### config.mk
export PLATFORM = sky130hd
export DESIGN_NAME = tcdm_tgt_responder
export DESIGN_NICKNAME = d
export VERILOG_FILES = /design/src/rtl/tcdm_tgt_responder.sv
export SDC_FILE = /design/constraint.sdc
export NUM_CORES = 1
export LEC_CHECK = 0
export BUFFER_PORTS_ARGS = -buffer_cell sky130_fd_sc_hd__buf_2
export CORE_MARGIN = 2
export CORE_UTILIZATION = 50
export DETAILED_ROUTE_END_ITERATION = 8
export PLACE_DENSITY_LB_ADDON = 0.15
export SETUP_SLACK_MARGIN = 0.02
export SLEW_MARGIN = 0
export SYNTH_ARGS = -nofsm -noshare
export SYNTH_HDL_FRONTEND = slang
export SYNTH_SLANG_ARGS = --single-unit
### constraint.sdc
create_clock -name clk_i -period 5.46 [get_ports clk_i]
set_input_delay 1.638 -clock clk_i [delete_from_list [all_inputs] [get_ports clk_i]]
set_output_delay 1.638 -clock clk_i [all_outputs]
set_load 0.02 [all_outputs]
### src/rtl/tcdm_tgt_responder.sv
// Crossbar target endpoint: issues routed requests to a fixed-latency SRAM bank and returns
// tagged responses in order. Define TCDM_TGT_RESPONDER_BYPASS_EN to let the pipeline tail drive the response port directly.
module tcdm_tgt_responder #(
  parameter  int NumIn         = 4,
  parameter  int AddrWidth     = 10,
  parameter  int DataWidth     = 32,
  parameter  int MemLatency    = 1,
  parameter  int RespFifoDepth = 2,
  localparam int IniW          = (NumIn > 1) ? $clog2(NumIn) : 1,
  localparam int BeW           = DataWidth / 8,
  localparam int ReqDataWidth  = 1 + BeW + AddrWidth + DataWidth
) (
  input  logic                    clk_i,
  input  logic                    rst_i,
  input  logic                    req_valid_i,
  output logic                    req_ready_o,
  input  logic [IniW-1:0]         req_ini_addr_i,
  input  logic [ReqDataWidth-1:0] req_wdata_i,
  output logic                    resp_valid_o,
  input  logic                    resp_ready_i,
  output logic [IniW-1:0]         resp_ini_addr_o,
  output logic [DataWidth-1:0]    resp_rdata_o,
  output logic                    mem_req_o,
  output logic                    mem_we_o,
  output logic [AddrWidth-1:0]    mem_addr_o,
  output logic [DataWidth-1:0]    mem_wdata_o,
  output logic [BeW-1:0]          mem_be_o,
  input  logic [DataWidth-1:0]    mem_rdata_i
);

  localparam int OccW = $clog2(RespFifoDepth + 1);
  localparam int PtrW = (RespFifoDepth > 1) ? $clog2(RespFifoDepth) : 1;
  localparam logic [OccW-1:0] OccMax  = OccW'(RespFifoDepth);
  localparam logic [PtrW-1:0] PtrLast = PtrW'(RespFifoDepth - 1);

  logic [OccW-1:0] r_occ;
  logic            w_accept;
  logic            w_resp_fire;

  // In-flight pipeline: valid bits are reset, payload is not.
  logic [MemLatency-1:0]           r_sr_vld;
  logic [MemLatency-1:0]           r_sr_wen;
  logic [MemLatency-1:0][IniW-1:0] r_sr_ini;
  logic                            w_tail_vld;
  logic [IniW-1:0]                 w_tail_ini;
  logic [DataWidth-1:0]            w_tail_data;

  logic [IniW-1:0]      r_fifo_ini  [RespFifoDepth];
  logic [DataWidth-1:0] r_fifo_data [RespFifoDepth];
  logic [PtrW-1:0]      r_wptr;
  logic [PtrW-1:0]      r_rptr;
  logic [OccW-1:0]      r_fcnt;
  logic                 w_fifo_empty;
  logic                 w_push;
  logic                 w_pop;
  logic                 w_byp;

  function automatic logic [PtrW-1:0] ptr_inc(input logic [PtrW-1:0] p);
    return (p == PtrLast) ? '0 : p + PtrW'(1);
  endfunction

  // Ready depends only on registered occupancy (and reset), never on req_valid_i.
  assign req_ready_o = !rst_i && (r_occ < OccMax);
  assign w_accept    = req_valid_i && req_ready_o;

  assign mem_req_o   = w_accept;
  assign mem_we_o    = req_wdata_i[ReqDataWidth-1];
  assign mem_be_o    = req_wdata_i[DataWidth+AddrWidth +: BeW];
  assign mem_addr_o  = req_wdata_i[DataWidth +: AddrWidth];
  assign mem_wdata_o = req_wdata_i[DataWidth-1:0];

  // NOTE: sequential state uses non-blocking assignments so every flop samples pre-edge values.
  always_ff @(posedge clk_i or posedge rst_i) begin
    if (rst_i) begin
      r_occ <= '0;
    end else begin
      case ({w_accept, w_resp_fire})
        2'b10:   r_occ <= r_occ + OccW'(1);
        2'b01:   r_occ <= r_occ - OccW'(1);
        default: r_occ <= r_occ;
      endcase
    end
  end

  always_ff @(posedge clk_i or posedge rst_i) begin
    if (rst_i) begin
      r_sr_vld <= '0;
    end else begin
      r_sr_vld[0] <= w_accept;
      for (int i = 1; i < MemLatency; i++) begin
        r_sr_vld[i] <= r_sr_vld[i-1];
      end
    end
  end

  always_ff @(posedge clk_i) begin
    r_sr_wen[0] <= mem_we_o;
    r_sr_ini[0] <= req_ini_addr_i;
    for (int i = 1; i < MemLatency; i++) begin
      r_sr_wen[i] <= r_sr_wen[i-1];
      r_sr_ini[i] <= r_sr_ini[i-1];
    end
  end

  assign w_tail_vld  = r_sr_vld[MemLatency-1];
  assign w_tail_ini  = r_sr_ini[MemLatency-1];
  assign w_tail_data = r_sr_wen[MemLatency-1] ? '0 : mem_rdata_i;

`ifdef TCDM_TGT_RESPONDER_BYPASS_EN
  assign w_byp = w_fifo_empty && w_tail_vld;
`else
  assign w_byp = 1'b0;
`endif

  assign w_fifo_empty = (r_fcnt == '0);
  assign w_push       = w_tail_vld && !(w_byp && resp_ready_i);
  assign w_pop        = !w_fifo_empty && resp_ready_i;

  always_ff @(posedge clk_i or posedge rst_i) begin
    if (rst_i) begin
      r_wptr <= '0;
      r_rptr <= '0;
      r_fcnt <= '0;
    end else begin
      if (w_push) r_wptr <= ptr_inc(r_wptr);
      if (w_pop)  r_rptr <= ptr_inc(r_rptr);
      case ({w_push, w_pop})
        2'b10:   r_fcnt <= r_fcnt + OccW'(1);
        2'b01:   r_fcnt <= r_fcnt - OccW'(1);
        default: r_fcnt <= r_fcnt;
      endcase
    end
  end

  // NOTE: response storage is deliberately not reset; the output mux zeroes it whenever it is not valid.
  always_ff @(posedge clk_i) begin
    if (w_push) begin
      r_fifo_ini[r_wptr]  <= w_tail_ini;
      r_fifo_data[r_wptr] <= w_tail_data;
    end
  end

  assign resp_valid_o = !w_fifo_empty || w_byp;
  assign w_resp_fire  = resp_valid_o && resp_ready_i;

  // NOTE: every always_comb output gets a default first so no path can infer a latch.
  always_comb begin
    resp_ini_addr_o = '0;
    resp_rdata_o    = '0;
    if (!w_fifo_empty) begin
      resp_ini_addr_o = r_fifo_ini[r_rptr];
      resp_rdata_o    = r_fifo_data[r_rptr];
    end else if (w_byp) begin
      resp_ini_addr_o = w_tail_ini;
      resp_rdata_o    = w_tail_data;
    end
  end

  // Slot reservation at accept time bounds occupancy and keeps the FIFO from overflowing.
  a_occ_max: assert property (@(posedge clk_i) disable iff (rst_i) r_occ <= OccMax);
  a_occ_underflow: assert property (@(posedge clk_i) disable iff (rst_i)
    !(w_resp_fire && !w_accept && (r_occ == '0)));
  a_fifo_no_overflow: assert property (@(posedge clk_i) disable iff (rst_i)
    !(w_push && (r_fcnt == OccMax)));

endmodule

# [Yosys cells after proc, flatten, opt, wreduce, memory -nomap -nowiden]
# Memory sizes are Yosys's and may differ from the RTL's.
# Cells that the tools add are included.
[totals] ramBits=68 inputBits=85 mem_count=2 word_cells=37 out_inout_bits=84 register_bits=10
[op_classes] add_sub_neg=6 n_reduce_logical=8 n_mux=9 n_eq_ne=4 n_lt_le_gt_ge=1
[memory_table] memory="r_fifo_data" words=2 word_bits=32 rd=1 rd_ports_with_merged_regs=0 write_ports=1 line_no="49" text="logic [DataWidth-1:0] r_fifo_data [RespFifoDepth];"
[memory_table] memory="r_fifo_ini" words=2 word_bits=2 rd=1 rd_ports_with_merged_regs=0 write_ports=1 line_no="48" text="logic [IniW-1:0] r_fifo_ini [RespFifoDepth];"
[op_table] operator="$mux W32" count=2
[op_table] operator="$pmux W2 S2" count=2
[op_table] operator="$add A2 B1 Y2 const B" count=2
[op_table] operator="$eq A2 B1 Y1 const B" count=2
[op_table] operator="$eq A2 B2 Y1 const B" count=2
[op_table] operator="$mux W1" count=4
[op_table] operator="$reduce_bool A2 Y1" count=2
[op_table] operator="$sub A2 B1 Y2 const B" count=2
[op_table] operator="$logic_and A1 B1 Y1" count=3
[op_table] operator="$add A1 B1 Y1 const B" count=2
[op_table] operator="$logic_not A1 Y1" count=2
[op_table] operator="$logic_not A2 Y1" count=1
[op_table] operator="$lt A2 B2 Y1 const B" count=1
[op_table] operator="$mux W2" count=1

# [Depth between registers and ports, before layout]
# Gate-level depths: netlist (run 1).
[logic_depth] ltp_word=5 ltp_mapped=7 mapped_depth_nobuf=7

# [Least setup slack after synthesis (run 1)]
# Ideal clock, no wire load.
[synth_timing] path_type="input -> output" start="input port rst_i" end="output port mem_req_o" slack_ns=1.572 t_required_ns=3.822 arrival_ns=2.250 stages=3 n_path_buf=0 cell_sequence="nor2_1 -> nand2_1 -> inv_1"
[synth_between] elab_chain_cells=3
[synth_rtl] item="start, declared" line_no="14" text="input logic rst_i,"
[synth_rtl] item="$logic_not A1 Y1 (no source line)"
[synth_rtl] item="$logic_and A1 B1 Y1" line_no="63" text="assign req_ready_o = !rst_i && (r_occ < OccMax);"
[synth_rtl] item="$logic_and A1 B1 Y1" line_no="64" text="assign w_accept = req_valid_i && req_ready_o;"
[synth_rtl] item="end, declared" line_no="23" text="output logic mem_req_o,"
# Every way passes these cells.

# [Worst setup path in the final report (run 1)]
# Ends and elaborated chain as after synthesis.

==> results of run 1 <==
-- logic make-up after synthesis --
logic type | after synthesis
and+or+nand+nor | 74
DFF | 78
buffers and inverters | 61
muxes | 34
adders and majority gates | 2
xor gates and xnor gates | 8
-- per-stage QoR --
| step | hold slack, ns | total power, uW | area, um^2 |
|---|---|---|---|
| global placement | 0.407 | 1510 | 3620 |
| global route | 0.469 | 2060 | 3840 |
| finish | 0.443 | 1960 | 3840 |
| CTS | 0.445 | 1980 | 3840 |
| detailed placement | 0.426 | 1520 | 3620 |
| floorplan | 0.404 | 1370 | 3520 |
-- routing by layer --
metal | up-vias | global-route usage | wire (um)
met4 | 0 | 0.138 | 365
li1 | 890 | - | -
met2 | 64 | 0.247 | 2890
met3 | 41 | 0.0518 | 437
met5 | - | 0 | 0
met1 | 897 | 0.173 | 2370
-- power by group through the flow --
stage | registers [uW] | clock network [uW] | logic [uW]
floorplan | 777 | 0 | 590
global placement | 854 | 0 | 660
detailed placement | 856 | 0 | 661
CTS | 844 | 474 | 664
global route | 854 | 498 | 704
finish | 841 | 464 | 650
-- state kept, by name (all words and copies together) (netlist names) --
| signal | count |
|---|---|
| r_fcnt | 2 |
| r_fifo_data | 64 |
| r_fifo_ini | 4 |
| r_occ | 2 |
| r_rptr | 1 |
| r_sr_ini | 2 |
| r_sr_vld | 1 |
| r_sr_wen | 1 |
| r_wptr | 1 |
-- critical path, cell delays in order --
cell     delay, ns
buf_2         0.10
nor2_1        0.10
nand2_1       0.08
inv_1         0.07
buf_2         0.15
-- cell usage in the layout (no fill, tap or decap), types with 3 or more instances in the layout --
| master | n |
|---|---|
| dfxtp_1 | 3 |
| clkbuf_8 | 10 |
| xor2_1 | 4 |
| buf_2 | 76 |
| clkbuf_1 | 3 |
| xnor2_1 | 4 |
| nor2b_1 | 32 |
| inv_1 | 3 |
| edfxtp_1 | 68 |
| nor2_1 | 37 |
| mux2i_1 | 34 |
| dfrtp_1 | 6 |
-- area by class of cell --
| cell class | instances | area, um^2 | share of cell area |
|---|---|---|---|
| flip-flops and latches | 78 | 2280 | 0.594 |
| inverters | 4 | 15.0 | 0.00391 |
| repair buffers | 77 | 388 | 0.101 |
| multi-input cells | 118 | 817 | 0.213 |
| well taps | 96 | 120 | 0.0313 |
| clock inverters | 3 | 68.8 | 0.0179 |
| clock buffers | 13 | 149 | 0.0388 |
-- worst min-delay path by stage --
stage,from,end,slack [ns],cells after the start
after CTS,r_sr_ini[1]$_DFF_P_,r_fifo_ini[0][1]$_DFFE_PP_,0.44,0
after global routing,r_sr_ini[0]$_DFF_P_,r_fifo_ini[1][0]$_DFFE_PP_,0.47,0
after floorplan,r_sr_ini[0]$_DFF_P_,r_fifo_ini[0][0]$_DFFE_PP_,0.40,0
after global placement,r_sr_ini[0]$_DFF_P_,r_fifo_ini[0][0]$_DFFE_PP_,0.41,0
final,r_sr_ini[0]$_DFF_P_,r_fifo_ini[1][0]$_DFFE_PP_,0.44,0
after detailed placement,r_sr_ini[1]$_DFF_P_,r_fifo_ini[0][1]$_DFFE_PP_,0.43,0
==> flow_results.org, run 1 <==
** STA
- The hold violation count in the final report came to 0.
- RSZ-0062 raised after global routing :: no
- After routing, the total negative slack on setup checks comes to 0 ns.
- Number of max-slew violations in the final report :: 0
- In the finished design, the share of the clock period the worst path needs comes to 0.693.
- Achievable Freq :: 264 MHz
- Slew at the pin with the worst max-slew slack :: 1.09 ns
- Final number of setup-violating endpoints :: 0
- Setup slack on the critical path of the routed design comes to 1.68 ns.
- For the final database, setup skew stands at 0.00548 ns.
- The worst pin sits at a relative slew slack of 0.274.
- After layout, the minimum clock period comes to 3.78 ns.

** Power and ir drop
- Dividing total power by cell area gives a power density of 510 mW/mm^2.
- Net Sw Power :: 692 uW
- The analysis attributes to cell leakage a power of 0.00159 uW.
- Peak ir drop on the vdd network :: 0.258 mV
- Internal power of the cells :: 1260 uW
- The share of total power dissipated in the clock network is 0.237.
- The share of total power dissipated in combinational logic is 0.333.
- Net Sw Frac :: 0.354
- Of the total power, registers draw 0.430.

** Clock network
- CTS Root Buffer Type :: clkbuf_8
- Number of gates given a new drive strength after cts :: 0
- After clock tree synthesis, the clock-pin slew on the worst setup and hold paths is 0.07 ns.
- No sink is reached through more buffers than the 2 on the longest clock path.
- TritonCTS built the clock tree.
- Number of clock buffers inserted by TritonCTS :: 9
- The later pin in the worst-skew pair is clocked with a latency of 0.34 ns.
- H-tree depth :: 3
- Counting every sink on the clock net gives 78.
- The number of hold buffers added after CTS was 0.
- Setup bufs post-CTS :: 0

** Worst setup path
- The most critical setup path has its endpoint at mem_req_o.
- Critical Path RT :: 3.82 ns
- R2r worst-path depth :: 6
- Timing startpoint of the critical path :: rst_i
- Reg2reg end :: r_fcnt[1]$_DFFE_PP0P_
- The setup check on the worst reg-to-reg path leaves a slack of 3.35 ns.
- In this run the worst path has a maximum fanout of 2.
- By startpoint and endpoint, the worst setup path is classified as in -> out.
- Reg-to-Reg Start :: r_fcnt[0]$_DFFE_PP0P_
- Startpoint types :: primary input
- Arrival time reported for the critical path endpoint :: 2.15 ns
- Nature of the critical path endpoint :: output port

** Layout
- Count of inserted antenna diode cells :: 0
- Final-stage net count :: 375
- Share of post-route cells with drive strength above 1 :: 0.328
- Number of fill cells in the layout :: 594
- Final cell utilization of the core :: 0.565
- For this run, the number of standard cells in the final layout without fillers is 389.
- Signed area change from the synthesized netlist to the final layout :: 8.96%

** Die
- 169 I/O pins were placed.
- The floorplan step defined a die boundary enclosing 0.00773 mm^2.
- For this configuration, the core starts out at a cell density of 0.518.
- Die height :: 87.9 um
- Num rows :: 30
- Die width :: 87.9 um
- Core outline area :: 0.00679 mm^2

** Global routing
- GRT Util Overall :: 0.158
- Summed over all layers, the global routing overflow is 0.
- The via count of the first global-routing pass came to 1817.
- The initial antenna violation count is 0.
- Largest net degree at the start of global routing :: 36
- The first global-routing pass estimated 8710 um of wire.

** Yosys
- Synth cell count leaders :: edfxtp_1 (68), buf_4 (48), nor2_1 (38)
- The Yosys step of the flow raised 0 warnings.
- Of the total synthesized cell area, the portion taken by full adders, half adders and majority gates is 0.00711.
- The compound-gate portion of the synthesized area is 0.
- Of the synthesized area, sequential elements account for 0.647.
- Largest family of logic cells by synthesized area :: buffers and inverters
- Synthesis produced 257 cells.
- Proportion of register bits with asynchronous set or reset after synthesis :: 0.0897
- The synthesized design contains 68 enable-type register cells.
- Cell area after technology mapping :: 0.00352 mm^2
- In the post-synthesis netlist, the cell with the most instances is edfxtp_1.
- Largest area contributor in the netlist :: edfxtp_1
- Synth Area in XOR/XNOR :: 0.0199
- The share of synthesized area in the top cell type comes to 0.580.
- Number of library cell types mapped by synthesis :: 19
- Of the post-synthesis cell area, the part taken by muxes is 0.0967.
- The number of nets in the synthesized netlist is 344.
- By area the synthesized netlist is led by edfxtp_1 (58%), buf_4 (10%), mux2i_1 (9.7%).
- The average instance in the mapped netlist occupies 13.7 um^2.
- Of the total synthesized cell area, the portion taken by AND, OR, NAND and NOR gates is 0.106.
- Counting flops and latches in the post-synthesis netlist gives 78.
- Predominant post-synthesis flop cell :: edfxtp_1

** Drt
- After detailed routing, the number of remaining DRC violations is 0.
- The count of nets left with antenna violations once routing finished came out at 0.
- For this block, the routed nets add up to 6060 um of wire.
- The routed layout has 1892 vias.
- Detailed-routing iteration count for the pre-antenna-repair pass :: 4
- Dividing the detail-routed via count by the number of cells gives 4.86.
- In this run, the number of DRC markers left after iteration 0 of detailed routing was 55.
- Dividing the detail-routed wire length by the instance count gives 15.6 um.

** Min path
- The path class of the tightest hold or removal check is reg -> reg.

** Placed design
- Once placement completed, the tool counted placed cells totaling 373.
- DP Wirelength :: 3670 um
- Final Wtd Congestion :: 0.691
- Place WS :: 1.67 ns
- Port buffering added 76 buffers.

** Flow run
- The tool flagged a number of max-cap violations equal to 0.

** Status
- Result of the run :: finished clean
No activity file was read; power rests on OpenSTA's default activity.
==> inputs of run 2 (changes only) <==
CORE_UTILIZATION = 42   (was 50)
clock period = 3.2 ns   (was 5.46 ns; I/O delays follow)
==> run 2 against run 1 <==
Compared with the run above:
- sequential power rose by 62%
- core utilization fell by 9.4 points
- critical endpoint is now resp_rdata_o[9]
- flip-flop and latch count did not move
==> flow_results.org, run 2 (synthesis results as in run 1) <==
** Layout
- Count of inserted antenna diode cells :: 0 (unchanged)
- More flip-flops sit in one register than any other, and that register is r_fifo_data.
- The flip-flop count of the largest register, all copies and words added is 64 (unchanged).
- The utilization after layout is 0.471 (-0.0940).
- The largest registers in the layout are r_fifo_data (64), r_fifo_ini (4).
- In the layout the commonest cells are buf_2 (76), edfxtp_1 (68), nor2_1 (37), mux2i_1 (34), nor2b_1 (32).
- Most frequent standard cell in the layout excluding fill and tap cells :: buf_2
- The share of final-layout standard cells stronger than drive strength 1 came to 0.334 (+0.00681).
- The final design instance area without fill was 0.00385 mm^2 (+0.29%).
- The final layout net count was 378 (+0.80%).
- The area growth from synthesis to layout is 9.28%.
- Number of fill cells in the layout :: 778 (+31%)
- The area occupied by registers came to 0.00228 mm^2 (unchanged).
- Area of the multi-input gates :: 817 um^2 (unchanged)

** Global routing
- The maximum number of pins on one net before global-route repair was 36 (unchanged).
- The overall overflow remaining after global route was 0 (unchanged).
- Via count of the first global-routing pass :: 2006 (+10%)
- The global-route wire length before repair is 9730 um (+12%).
- GRT Util Overall :: 0.145 (-0.0135)
- The initial antenna violation count came to 0 (unchanged).

** Drt
- Count of vias placed by the detailed router :: 1857 (-1.8%)
- ANT nets after route :: 0 (unchanged)
- The wire length the detailed router placed on met1 was 2470 um (+4.2%).
- The routed length on met3 came to 437 um (unchanged).
- Average wire per cell in the routed design :: 15.8 um (+1.6%)
- The post-detailed-route DRC marker count is 0 (unchanged).
- The sum of met2 wire segment lengths after detailed routing came to 3240 um (+12%).
- The number of vias per cell was 4.63 (-4.8%).
- Detailed-routing iteration count for the pre-antenna-repair pass :: 4 (unchanged)
- The wire length reported by the detailed router was 6350 um (+4.7%).
- Top layer used by detailed routing :: met4
- The initial DRC count was 40 (-27%).

** Power and ir drop
- Lkg Pwr :: 0.00159 uW (+0.12%)
- Peak ir drop on the vdd network :: 0.308 mV (+19%)
- Pwr Density :: 851 mW/mm^2 (+67%)

** STA
- The total negative setup slack came to 0 ns (unchanged).
- The final setup violation count is 0 (unchanged).
- The hold violation count in the final report came to 0 (unchanged).
- Post-layout min period :: 2.65 ns
- The transition time at the pin with the least slew margin is 1.04 ns (-0.0461 ns).
- The worst hold-check slack is 0.437 ns (-0.00598 ns).
- The final critical-path setup slack is 0.546 ns (-1.13 ns).
- The post-route clock skew was 0.00506 ns (-0.000419 ns).
- Worst rel slew slack :: 0.303 (+0.0291)
- Timing would allow up to 377 MHz.
- In the finished design, the share of the clock period the worst path needs comes to 0.829.
- The max-slew violation count was 0 (unchanged).
- Setup repair after global routing left no endpoint under its margin.

** Clock network
- TritonCTS built the clock tree.
- The number of gates resized after CTS is 0 (unchanged).
- The clock edge transition at the registers on the reported setup and hold paths was 0.08 ns (about the same).
- CTS Sinks :: 78 (unchanged)
- Setup bufs post-CTS :: 0 (unchanged)
- Worst-Skew Late Latency :: 0.33 ns (about the same)
- The tree is rooted in a clkbuf_8.
- The number of buffers inserted by hold repair at cts was 0 (unchanged).
- Number of clock buffers inserted by TritonCTS :: 9 (unchanged)
- The maximum clock path buffer count was 2 (unchanged).
- H-tree depth :: 3 (unchanged)

** Worst setup path
- The register-to-register path setup slack came to 1.34 ns (-2.01 ns).
- The signal on the critical path passes through buf_4 > mux2i_1 > nor2_1 > buf_2.
- The required time at the endpoint of the critical path was 2.24 ns (-1.58 ns).
- R2r worst-path depth :: 7 (+1)
- Bufs and invs on worst path :: 2 (-1)
- The startpoint identified for the worst register-to-register timing path is r_fcnt[0]$_DFFE_PP0P_.
- Critical path's slowest cell :: dfrtp_2
- Nature of the critical path endpoint :: output port
- Arrival time reported for the critical path endpoint :: 1.69 ns (-0.46 ns)
- The endpoint identified for the worst register-to-register timing path is r_occ[1]$_DFFE_PP0P_.
- STA classifies the critical path startpoint as a register.
- The largest stage delay on the critical path is 0.62 ns (+0.47 ns).
- The largest fanout on the critical path was 12 (+10).
- The critical path is of the reg -> out type.
- Among cell families on the critical path, the largest total delay comes from flip-flops.

** Die
- Num rows :: 33 (+10%)
- The area of the die was 0.00913 mm^2 (+18%).
- Core outline area :: 0.00818 mm^2 (+20%)
- Initial core utilization :: 0.431 (-0.0876)
- The horizontal die dimension came to 95.6 um (+8.7%).
- The die boundary height was 95.6 um (+8.7%).
- IO Count :: 169 (unchanged)

** Placed design
- The placer congestion estimate was 0.680 (-1.6%).
- The placement-stage cell area came to 0.00366 mm^2 (+1.3%).
- Quantity of I/O buffers inserted on ports :: 76 (unchanged)
- DP Wirelength :: 4040 um (+10%)
- The worst setup slack before clock tree synthesis was 0.757 ns (-0.910 ns).

** Min path
- In this run the most critical hold path is launched from r_sr_ini[0]$_DFF_P_.
- Number of instances on the worst hold path :: 0 (unchanged)
- The path with the worst hold slack has its endpoint at r_fifo_ini[0][0]$_DFFE_PP_.
- The tightest min-delay check is of the reg -> reg type.

** Status
- The run finished with clean final reports.

** Flow run
- The number of maximum-capacitance violations was 0 (unchanged).
[run 2: cell types whose count changed in the layout (fill, tap and decap cells not counted), sizes merged]
cell      change
clkinvlp      +1
clkinv        +1
buf           +3
bufinv        -1
clkbuf        -1
[run 2: per-layer routing]
metal,global-route usage,vias up
met4,0.0774,0
met3,0.0364,32
met5,0,-
li1,-,894
met2,0.253,67
met1,0.162,864
[run 2: through the flow]
step	std cells	power, uW
after detailed placement	385	2630
after CTS	401	3330
final	401	3280
after global placement	385	2630
after floorplan	257	2330
after global routing	401	3480
[run 2: power breakdown]
group | switching [uW] | internal (uW) | total, uW
clock network | 337 | 359 | 696
logic | 758 | 464 | 1220
registers | 101 | 1260 | 1360
[run 2: final cells by class]
| class | count | area share |
|---|---|---|
| Sequential cell | 78 | 0.592 |
| Multi-Input combinational cell | 118 | 0.212 |
| Timing Repair Buffer | 80 | 0.110 |
| Clock buffer | 12 | 0.0351 |
| Tap cell | 105 | 0.0341 |
| Clock inverter | 4 | 0.0124 |
| Inverter | 4 | 0.00390 |
[run 2: worst max path at each step]
stage                     cells after the start               end  slack [ns]               start
final                                         4   resp_rdata_o[9]        0.55  r_rptr$_DFFE_PP0P_
after CTS                                     4   resp_rdata_o[2]        0.50  r_rptr$_DFFE_PP0P_
after floorplan                               3         mem_req_o        0.67               rst_i
after global routing                          4  resp_rdata_o[10]        0.41  r_rptr$_DFFE_PP0P_
after global placement                        5         mem_req_o        0.78               rst_i
after detailed placement                      5         mem_req_o        0.76               rst_i
==> inputs of run 3 (changes only) <==
ABC_AREA = 1   (was unset)
clock period = 2.37 ns   (was 3.2 ns; I/O delays follow)
==> run 3 against run 2 <==
Compared with the run above:
- global-route usage is 1.1 points higher
- first-iteration DRC count is 110% higher
- flip-flop and latch count stayed put
- non-clock buffer count is 4 higher
- power is 54% higher
==> flow_results.org, run 3 <==
** Global routing
- Largest net degree at the start of global routing :: 36 (unchanged)
- The initial antenna violation count is 0 (unchanged).
- The overall overflow remaining after global route came to 0 (unchanged).
- Via count of the first global-routing pass :: 2271 (+13%)
- The global-route wire length before repair came to 11500 um (+18%).
- The global router's overall resource usage was 0.156 (+0.0114).

** Clock network
- Worst-Skew Late Latency :: 0.34 ns (about the same)
- Number of hold buffers added after cts :: 0 (unchanged)
- The maximum clock path buffer count came to 2 (unchanged).
- CTS Root Buffer Type :: clkbuf_8
- TritonCTS built the clock tree.
- The number of sinks driven by the clock tree was 78 (unchanged).
- The clock edge transition at the registers on the reported setup and hold paths is 0.07 ns (about the same).
- Number of clock buffers inserted by TritonCTS :: 9 (unchanged)
- The total number of H-tree levels is 3 (unchanged).

** Die
- The number of placement rows was 34 (+3.0%).
- The core box area came to 0.00864 mm^2 (+5.6%).
- Die area :: 0.00958 mm^2 (+4.9%)
- The horizontal die dimension is 97.9 um (+2.4%).
- The initial cell density of the core came to 0.429 (-0.00195).
- The die boundary height came to 97.9 um (+2.4%).
- IO Count :: 169 (unchanged)

** Power and ir drop
- Peak ir drop on the vdd network :: 0.424 mV (+38%)
- Sequential power share :: 0.356 (-0.058)
- Net Sw Power :: 1910 uW (+59%)
- The power per cell area is 1220 mW/mm^2 (+44%).
- Net Sw Frac :: 0.377 (+0.0121)
- The total design power is 5050 uW (+54%).
- Lkg Pwr :: 0.00182 uW (+14%)
- Internal power of the cells :: 3150 uW (+51%)
- The share of power burned in the clock network came to 0.245 (+0.033).
- The power share of the combinational group was 0.399 (+0.026).

** Drt
- The number of iterations in the first detailed-routing pass came to 6 (+2).
- Count of vias placed by the detailed router :: 2303 (+24%)
- DRT iter0 DRCs :: 84 (+110%)
- The post-detailed-route wirelength per cell is 14.7 um (-7.2%).
- Final wirelength :: 7210 um (+14%)
- The remaining antenna violation count came to 0 (unchanged).
- Number of design rule violations left after detail routing :: 0 (unchanged)
- The number of vias per cell was 4.69 (+1.3%).

** STA
- Setup repair after global routing left no endpoint under its margin.
- Layout Skew :: 0.00430 ns (-0.000763 ns)
- Final number of setup-violating endpoints :: 0 (unchanged)
- The total negative setup slack came to 0 ns (unchanged).
- The transition time at the pin with the least slew margin was 0.648 ns (-0.395 ns).
- Number of max-slew violations in the final report :: 0 (unchanged)
- Post-layout min period :: 2.22 ns
- Portion of the clock cycle consumed by the worst path in the final layout :: 0.939
- Final-report hold violation count :: 0 (unchanged)
- Worst rel slew slack :: 0.565 (+0.262)
- For this run, the top clock speed supported by timing is 449 MHz.

** Worst setup path
- The signal arrival time at the worst endpoint came to 1.51 ns (-0.18 ns).
- Worst-path maximum fanout :: 35 (+23)
- The worst setup path is launched from a register.
- Critical Path RT :: 1.66 ns (-0.58 ns)
- The worst setup path is captured at an output port.
- By startpoint and endpoint, the worst setup path is classified as reg -> out.

** Layout
- The number of inserted diodes is 0 (unchanged).
- Leading cell types in the layout, fill and taps excluded :: nand2_1 (80), buf_2 (76), edfxtp_1 (68), inv_1 (44), nor2_1 (34)
- Flip-flop count of the largest register after layout :: 64 (unchanged)
- The library cell used most frequently in the layout, excluding fill and tap cells, is nand2_1.
- The share of final-layout standard cells stronger than drive strength 1 is 0.339 (+0.00497).
- Ranked by flip-flop count, first place goes to r_fifo_data.
- The largest registers in the layout are r_fifo_data (64), r_fifo_ini (4).
- The area growth from synthesis to layout is 11.6%.
- The final layout net count was 467 (+24%).

** Yosys
- Mux share of post-synthesis cell area :: 0 (-0.0967)
- The fraction of registers with async set/reset is 0.0897 (unchanged).
- Synth top area share :: 0.552 (-0.0284)
- Cell area after technology mapping :: 0.00370 mm^2 (+5.2%)
- By count the netlist is led by nand2_1 (80), edfxtp_1 (68), buf_4 (48).
- Leading post-synthesis cells by cell area :: edfxtp_1 (55%), buf_4 (9.7%), nand2_1 (8.1%)
- Number of warnings issued by yosys :: 0 (unchanged)
- The number of enable-type register cells in the synthesized netlist was 68 (unchanged).
- The post-synthesis adder-cell area fraction is 0.00676 (-0.000348).
- The post-synthesis share of cell area spent on xor and xnor gates came to 0.00710 (-0.0128).
- The compound-gate portion of the synthesized area is 0.0767 (+0.0767).
- Flop and latch count out of synthesis :: 78 (unchanged)
- Number of library cell types mapped by synthesis :: 20 (+1)
- Largest area contributor in the netlist :: edfxtp_1
- nand2_1 is the most common cell in the netlist.
- After synthesis, the largest family of logic cells by area is buffers and inverters.
- The basic-gate share of the synthesized area counting and, or, nand and nor cells came to 0.126 (+0.0198).
- Among all flip-flop cells after synthesis, the most frequent one is edfxtp_1.
- Proportion of synthesized chip area in sequential cells :: 0.615 (-0.0317)
- Gate Count Post-Synth :: 345 (+34%)
- Synthesized netlist net count :: 432 (+26%)
- Syn_area_per_cell :: 10.7 um^2 (-22%)

** Status
- The flow ran to the end, and the final reports show no timing, DRC or antenna violations.

** Placed design
- Quantity of I/O buffers inserted on ports :: 76 (unchanged)
- The placer congestion estimate was 0.662 (-2.6%).
- DP Wirelength :: 4720 um (+17%)

** Flow run
- The number of maximum-capacitance violations is 0 (unchanged).

** Min path
- Hold Crit Class :: in -> async
==> run 3: through the flow <==
stage          std cells  cell area (um^2)  hold slack [ns]  utilization  setup slack (ns)
2_1_floorplan        345              3700            0.404            -            0.0827
3_3_place_gp         477              3880            0.416        0.449             0.422
3_5_place_dp         477              3880            0.422        0.449             0.405
4_1_cts              491              4130            0.301        0.478            0.0681
5_1_grt              491              4130            0.327        0.478            0.0317
6_report             491              4130            0.305        0.478             0.145
==> run 3: timing repair <==
action                     4_1_cts  5_1_grt
setup endpoints to repair        1        0
setup buffers                    0        0
hold endpoints to repair         0        0
resized for setup                2        0
==> run 3: final timing paths <==
path                                startpoint                     endpoint  slack, ns  cells past startpoint
setup / recovery            r_rptr$_DFFE_PP0P_             resp_rdata_o[31]       0.15                      4
max in group asynchronous                rst_i        r_fcnt[0]$_DFFE_PP0P_       1.84                      2
hold / removal                           rst_i           r_wptr$_DFFE_PP0P_       0.30                      2
hold reg to reg            r_sr_ini[0]$_DFF_P_   r_fifo_ini[1][0]$_DFFE_PP_       0.45                      0
setup reg to reg            r_wptr$_DFFE_PP0P_  r_fifo_data[1][7]$_DFFE_PP_       0.69                      3
min in group clk_i         r_sr_ini[0]$_DFF_P_   r_fifo_ini[1][0]$_DFFE_PP_       0.45                      0
==> run 3: routing by layer <==
| layer | wire length, um | vias up | GRT usage |
|---|---|---|---|
| met5 | 0 | - | 0 |
| li1 | - | 1119 | - |
| met3 | 405 | 30 | 0.0365 |
| met2 | 3530 | 59 | 0.249 |
| met1 | 2940 | 1095 | 0.190 |
| met4 | 332 | 0 | 0.103 |
==> run 3: kinds of logic (layout without fill, tap and decap cells) <==
family                     after synthesis  in the layout
buffers and inverters                  107            145
AOI/OAI and AO/OA                       35             35
adders and majority gates                2              2
xor gates and xnor gates                 3              3
and+or+nand+nor                        120            120
DFF                                     78             78
==> run 3: critical path: stages, from the launching register on <==
cell and delay, ns:
dfrtp_1 0.45, inv_6 0.25, nand2_1 0.08, a21oi_1 0.19, buf_2 0.20
==> run 3: final cells by class <==
type / instances / area, um^2
Clock buffer: 9 / 124
Sequential cell: 78 / 2280
Tap cell: 108 / 135
Timing Repair Buffer: 84 / 482
Clock inverter: 5 / 124
Multi-Input combinational cell: 160 / 808
Fill cell: 823 / 4500
Inverter: 47 / 181
==> run 3: power groups by stage <==
stage / logic (uW) / clock network [uW] / registers (uW)
CTS: 2070 / 1270 / 1800
global placement: 2050 / 0 / 1820
floorplan: 1580 / 0 / 1800
finish: 2020 / 1240 / 1800
global route: 2210 / 1320 / 1820
detailed placement: 2050 / 0 / 1830
